**src/rtl/pla_sched_pkg.sv**
```systemverilog
// rtl/pla_sched_pkg.sv - shared types and default sizes for the PLA cube scheduler
package pla_sched_pkg;

    localparam int DEF_N_IN    = 12;
    localparam int DEF_N_CUBES = 16;

    typedef enum logic [1:0] {
        IDLE = 2'd0,
        SCAN = 2'd1,
        DONE = 2'd2
    } state_t;

    // One product term. Only bits with care=1 are compared against val.
    typedef struct packed {
        logic                en;
        logic [DEF_N_IN-1:0] care;
        logic [DEF_N_IN-1:0] val;
    } cube_t;

endpackage

```
**src/rtl/pla_cube_match.sv**
```systemverilog
// rtl/pla_cube_match.sv - combinational single-cube comparator
//   x     : input vector
//   cube  : cube under test (en, care, val)
//   match : 1 when cube is enabled and every cared bit of x equals val
module pla_cube_match
    import pla_sched_pkg::*;
(
    input  logic [DEF_N_IN-1:0] x,
    input  cube_t               cube,
    output logic                match
);

    assign match = cube.en && (((x ^ cube.val) & cube.care) == '0);

endmodule

```
**src/rtl/pla_cube_scheduler.sv**
```systemverilog
// rtl/pla_cube_scheduler.sv - time-shared PLA evaluator, one cube per cycle, first match wins
//   clk, rst                       : clock, async active-high reset
//   cfg_we/cfg_ready/cfg_idx/...   : cube table write port, accepted only in IDLE
//   in_valid/in_ready/in_x         : input vector handshake
//   out_valid/out_ready/out_y/out_idx : result handshake, held in DONE until taken
//   hit_cnt                        : saturating count of handed-off results with out_y=1
module pla_cube_scheduler
    import pla_sched_pkg::*;
#(
    parameter int N_IN    = DEF_N_IN,
    parameter int N_CUBES = DEF_N_CUBES,
    parameter int CIDX_W  = $clog2(N_CUBES),
    parameter int CNT_W   = 16
) (
    input  logic              clk,
    input  logic              rst,
    input  logic              cfg_we,
    output logic              cfg_ready,
    input  logic [CIDX_W-1:0] cfg_idx,
    input  logic              cfg_en,
    input  logic [N_IN-1:0]   cfg_care,
    input  logic [N_IN-1:0]   cfg_val,
    input  logic              in_valid,
    output logic              in_ready,
    input  logic [N_IN-1:0]   in_x,
    output logic              out_valid,
    input  logic              out_ready,
    output logic              out_y,
    output logic [CIDX_W-1:0] out_idx,
    output logic [CNT_W-1:0]  hit_cnt
);

    state_t            state;
    cube_t             tbl [N_CUBES];
    logic [CIDX_W-1:0] idx;
    logic [N_IN-1:0]   x_q;
    logic              cur_match;

    assign in_ready  = (state == IDLE);
    assign cfg_ready = (state == IDLE);
    assign out_valid = (state == DONE);

    pla_cube_match u_match (
        .x     (x_q),
        .cube  (tbl[idx]),
        .match (cur_match)
    );

    always_ff @(posedge clk or posedge rst) begin
        if (rst) begin
            state   <= IDLE;
            idx     <= '0;
            x_q     <= '0;
            out_y   <= 1'b0;
            out_idx <= '0;
            hit_cnt <= '0;
            for (int k = 0; k < N_CUBES; k++) begin
                tbl[k] <= '0;
            end
        end else begin
            // Table write commits in IDLE; the scan starts on the following
            // cycle, so a same-cycle accept already sees the new entry.
            if (cfg_we && state == IDLE) begin
                tbl[cfg_idx] <= '{en: cfg_en, care: cfg_care, val: cfg_val};
            end
            case (state)
                IDLE: begin
                    if (in_valid) begin
                        x_q   <= in_x;
                        idx   <= '0;
                        state <= SCAN;
                    end
                end
                SCAN: begin
                    if (cur_match) begin
                        out_y   <= 1'b1;
                        out_idx <= idx;
                        state   <= DONE;
                    end else if (idx == CIDX_W'(N_CUBES - 1)) begin
                        out_y   <= 1'b0;
                        out_idx <= '0;
                        state   <= DONE;
                    end else begin
                        idx <= idx + 1'b1;
                    end
                end
                DONE: begin
                    if (out_ready) begin
                        state <= IDLE;
                        if (out_y && hit_cnt != {CNT_W{1'b1}}) begin
                            hit_cnt <= hit_cnt + 1'b1;
                        end
                    end
                end
                default: state <= IDLE;
            endcase
        end
    end

endmodule

```
**config.mk**
```make
export PLATFORM = sky130hd
export DESIGN_NAME = pla_cube_scheduler
export DESIGN_NICKNAME = d
export VERILOG_FILES = /design/src/rtl/pla_sched_pkg.sv /design/src/rtl/pla_cube_match.sv /design/src/rtl/pla_cube_scheduler.sv
export SDC_FILE = /design/constraint.sdc
export NUM_CORES = 1
export LEC_CHECK = 0
export ABC_AREA = 1
export BUFFER_PORTS_ARGS = -buffer_cell sky130_fd_sc_hd__buf_4
export CAP_MARGIN = 40
export CELL_PAD_IN_SITES_DETAIL_PLACEMENT = 0
export CELL_PAD_IN_SITES_GLOBAL_PLACEMENT = 2
export CORE_MARGIN = 2
export CORE_UTILIZATION = 42
export CTS_BUF_LIST = sky130_fd_sc_hd__clkbuf_4
export CTS_CLUSTER_DIAMETER = 120
export CTS_CLUSTER_SIZE = 40
export DETAILED_ROUTE_END_ITERATION = 10
export PLACE_DENSITY = 0.93
export SLEW_MARGIN = 20
export SYNTH_ARGS = -nofsm -noshare
export SYNTH_HDL_FRONTEND = slang
export SYNTH_HIERARCHICAL = 1
export SYNTH_SLANG_ARGS = --single-unit
```
**constraint.sdc**
```tcl
create_clock -name clk -period 33.1 [get_ports clk]
set_clock_uncertainty 0.2 [all_clocks]
set_input_delay 4.965 -clock clk [delete_from_list [all_inputs] [get_ports clk]]
set_output_delay 4.965 -clock clk [all_outputs]
set_load 0.01 [all_outputs]
```
==> results by group <==
Run status
  – Status: finished clean

Routing
  – Via density: approximately 5.4
  – Routed wire length: 58,100 um
  – Met1 WL: 26,800 um
  – Drt wl/cell: 19.0 um
  – DR WL met3: 2850 um
  – Met2 wire length: between 20,000 and 30,000 um
  – Max Used Layer: met5
  – Vias: 16,534
  – Iter 0 DRT Violations: 1,725
  – Final ANT Viol Nets: 0
  – First-pass DRT Iterations: 6
  – Number of remaining DRC errors: 0

Worst hold path
  – Worst min-delay path startpoint: tbl[355]
  – Hold Path Class: flip-flop to flip-flop
  – WHS Path Cells: 2

STA
  – Final setup viols: 0
  – Headroom to the max-slew limit: 0.462
  – RSZ-0062 raised after global routing: false
  – Final Slew Violations: 0
  – Timing-limited maximum frequency: approximately 0.15 GHz
  – Final Hold Vio Count: 0
  – Tcrit/Tclk final: 0.206
  – Final critical-path required period: between 6 and 7 ns
  – Total negative setup slack: 0 ns
  – Measured slew at the worst slew-check pin: 0.807 ns

Floorplan
  – Cell Rows: 79
  – Starting Density: 0.427
  – Die Wd: 222 um
  – Core Area: around 47,000 um2
  – IO Count: 70
  – Die height: around 220 um
  – Die area: about 50,000 um2

Global routing
  – Global-route wire length before repair: 91,700 um
  – Gr ovfl total: 0
  – Initial antenna violation count: 3
  – Number of global-route vias before repair: 15,643
  – Largest net degree at the start of global routing: 104
  – GRT Total Usage: 0.237

Clocking
  – Root cell of the clock tree: clkbuf_4
  – Worst skew pair latency: 0.85 ns
  – Resize count post-CTS: 0
  – Total clock buffers created by CTS: 15
  – Setup Buffers After CTS: 0
  – H-tree depth: 1
  – Cts hold-fix bufs: 0
  – Clock net sink count: 439
  – Bufs on Longest Clock Path: 3
  – Clock tree from TritonCTS: done
  – Reg clk slew, reported paths: 0.37 ns

Setup path
  – FF-to-FF End: idx[1]
  – CP max stage cell: dfrtp_1
  – CP Data Required Time: ~28 ns
  – Reg2reg path depth: 20
  – Slowest stage delay, CP: just over 0.5 ns
  – Worst setup SP type: flip-flop
  – Critical path class: flip-flop to output pin
  – CP endpoint kind: output pin
  – Critical Path End: cfg_ready
  – Arrival time at the worst endpoint: 1.66 ns
  – Register-to-register setup slack: 28.60 ns
  – Worst Setup SP: state[1]
  – RR Startpoint: idx[0]
  – CP Cell Sequence: nor2_2 > buf_4
  – Max FO, Critical Path: 5

Yosys
  – Ranking of synthesized cells by area: dfrtp_1 (55%), nand2_1 (16%), o21ai_0 (13%), a21oi_1 (3.2%), clkbuf_1 (3.0%)
  – Synth area leader: dfrtp_1
  – Yosys top cell area share: 0.551
  – Mapped cell area: about 20,000 um2
  – Syn nets: 2,555
  – Mean post-synth cell area: between 7 and 8 um2
  – Synth cell types: 24
  – Synth warn: 6
  – Post-synthesis cell count: 2,507
  – Seq/Total Area, Yosys: 0.551
  – #FFs+latches synth: ~440

Pwr
  – Sw Share: 0.416
  – Leak pwr: 9.90 nW
  – Comb power frac: 0.381
  – Power Dens Cells: 82.6 nW/um2
  – Worst vdd ir: a little under 0.00005 V
  – Seq pwr share: 0.508
  – Switch Pwr: 0.729 mW
  – Clock power frac: 0.111
  – Internal power: 1.02 mW

Cells and area
  – P&R area growth vs syn: 6.48%
  – Post-route cell area: 21,200 um2
  – Layout cells sized above 1: 0.0628
  – # nets final: 2,495

Place
  – Routability congestion estimate: 0.787
  – Port bufs: 69
  – DP HPWL: around 33,000 um
  – Placed cell area: 21,000 um2

Flow run
  – Max Cap Violations: 0
placed cells by master (no fill, tap or decap), drive strengths merged:
master	netlist	routed
a21oi	126	126
buf	28	110
bufinv	0	1
clkbuf	159	16
clkinv	2	5
dfrtp	439	439
diode	0	1
ha	2	2
inv	93	94
nand2	835	835
nand3	87	87
nand3b	2	2
nand4	10	10
nor2	156	156
nor3	2	2
o211ai	50	50
o21ai	511	511
o21bai	1	1
o22ai	1	1
or2	1	1
xor2	2	2
worst max-delay path, delay by kind of cell, from the launching register on:
kind / cells / cell delay [ns]
buffers and inverters: 1 / 0.15
DFF: 1 / 0.51
and+or+nand+nor: 1 / 0.16
metrics by stage:
stage               hold slack, ns  total power [mW]  setup WS (ns)  utilization  std cells
finish                       0.326              1.75          26.28        0.454       3059
global route                 0.344              1.91          26.17        0.454       3059
CTS                          0.330              1.76          26.20        0.453       3056
detailed placement           0.267              1.57          26.04        0.449       3035
global placement             0.260              1.54          25.42        0.445       3027
floorplan                    0.248              1.35          15.70            -       2507
area by class of cell:
cell class / count / area [um2]
clock buffer: 16 / 120
multi-input combinational: 1786 / 7920
sequential: 439 / 11000
timing repair buffer: 110 / 996
inverter: 95 / 367
fill: 4671 / 25500
antenna: 1 / 2.50
tap: 607 / 759
clock inverter: 5 / 80.1
cell families after synthesis:
family,count (synthesis),synth area share
and+or+nand+nor,1093,0.214
AOI/OAI and AO/OA,689,0.179
DFF,439,0.551
buffers and inverters,282,0.0543
xor gates and xnor gates,2,0.000878
adders and majority gates,2,0.00125
per-layer routing:
| metal | track usage | vias to the layer above |
|---|---|---|
| met4 | 0.0488 | 4 |
| met1 | 0.336 | 8022 |
| met2 | 0.393 | 433 |
| met3 | 0.0257 | 60 |
| li1 | - | 8015 |
| met5 | 0 | - |
worst min-delay path by stage:
stage / end / slack (ns)
after floorplan: tbl[100] / 0.25
after detailed placement: tbl[355] / 0.27
final: tbl[355] / 0.33
after global placement: tbl[144] / 0.26
after global routing: tbl[204] / 0.34
after CTS: tbl[331] / 0.33
power by group through the flow:
stage          Sequential (mW)  Combinational (mW)  Clock (mW)
3_3_place_gp             0.891               0.649           0
2_1_floorplan            0.858               0.492           0
3_5_place_dp             0.898               0.669           0
4_1_cts                  0.886               0.671       0.203
5_1_grt                  0.918               0.771       0.220
6_report                 0.891               0.669       0.194
registers in the layout, indices dropped and copies added (netlist names):
name	count
out_idx	4
hit_cnt	16
x_q	12
tbl	400
state	2
out_y	1
idx	4
synth_stat cells, drive strengths merged:
master    n
ha        2
xor2      2
o211ai   50
o21ai   511
nand3    87
dfrtp   439
o21bai    1
inv      93
o22ai     1
nand3b    2
clkinv    2
clkbuf  159
nand2   835
a21oi   126
nor3      2
buf      28
nor2    156
or2       1
nand4    10
Power figures use the tool's default switching activity.
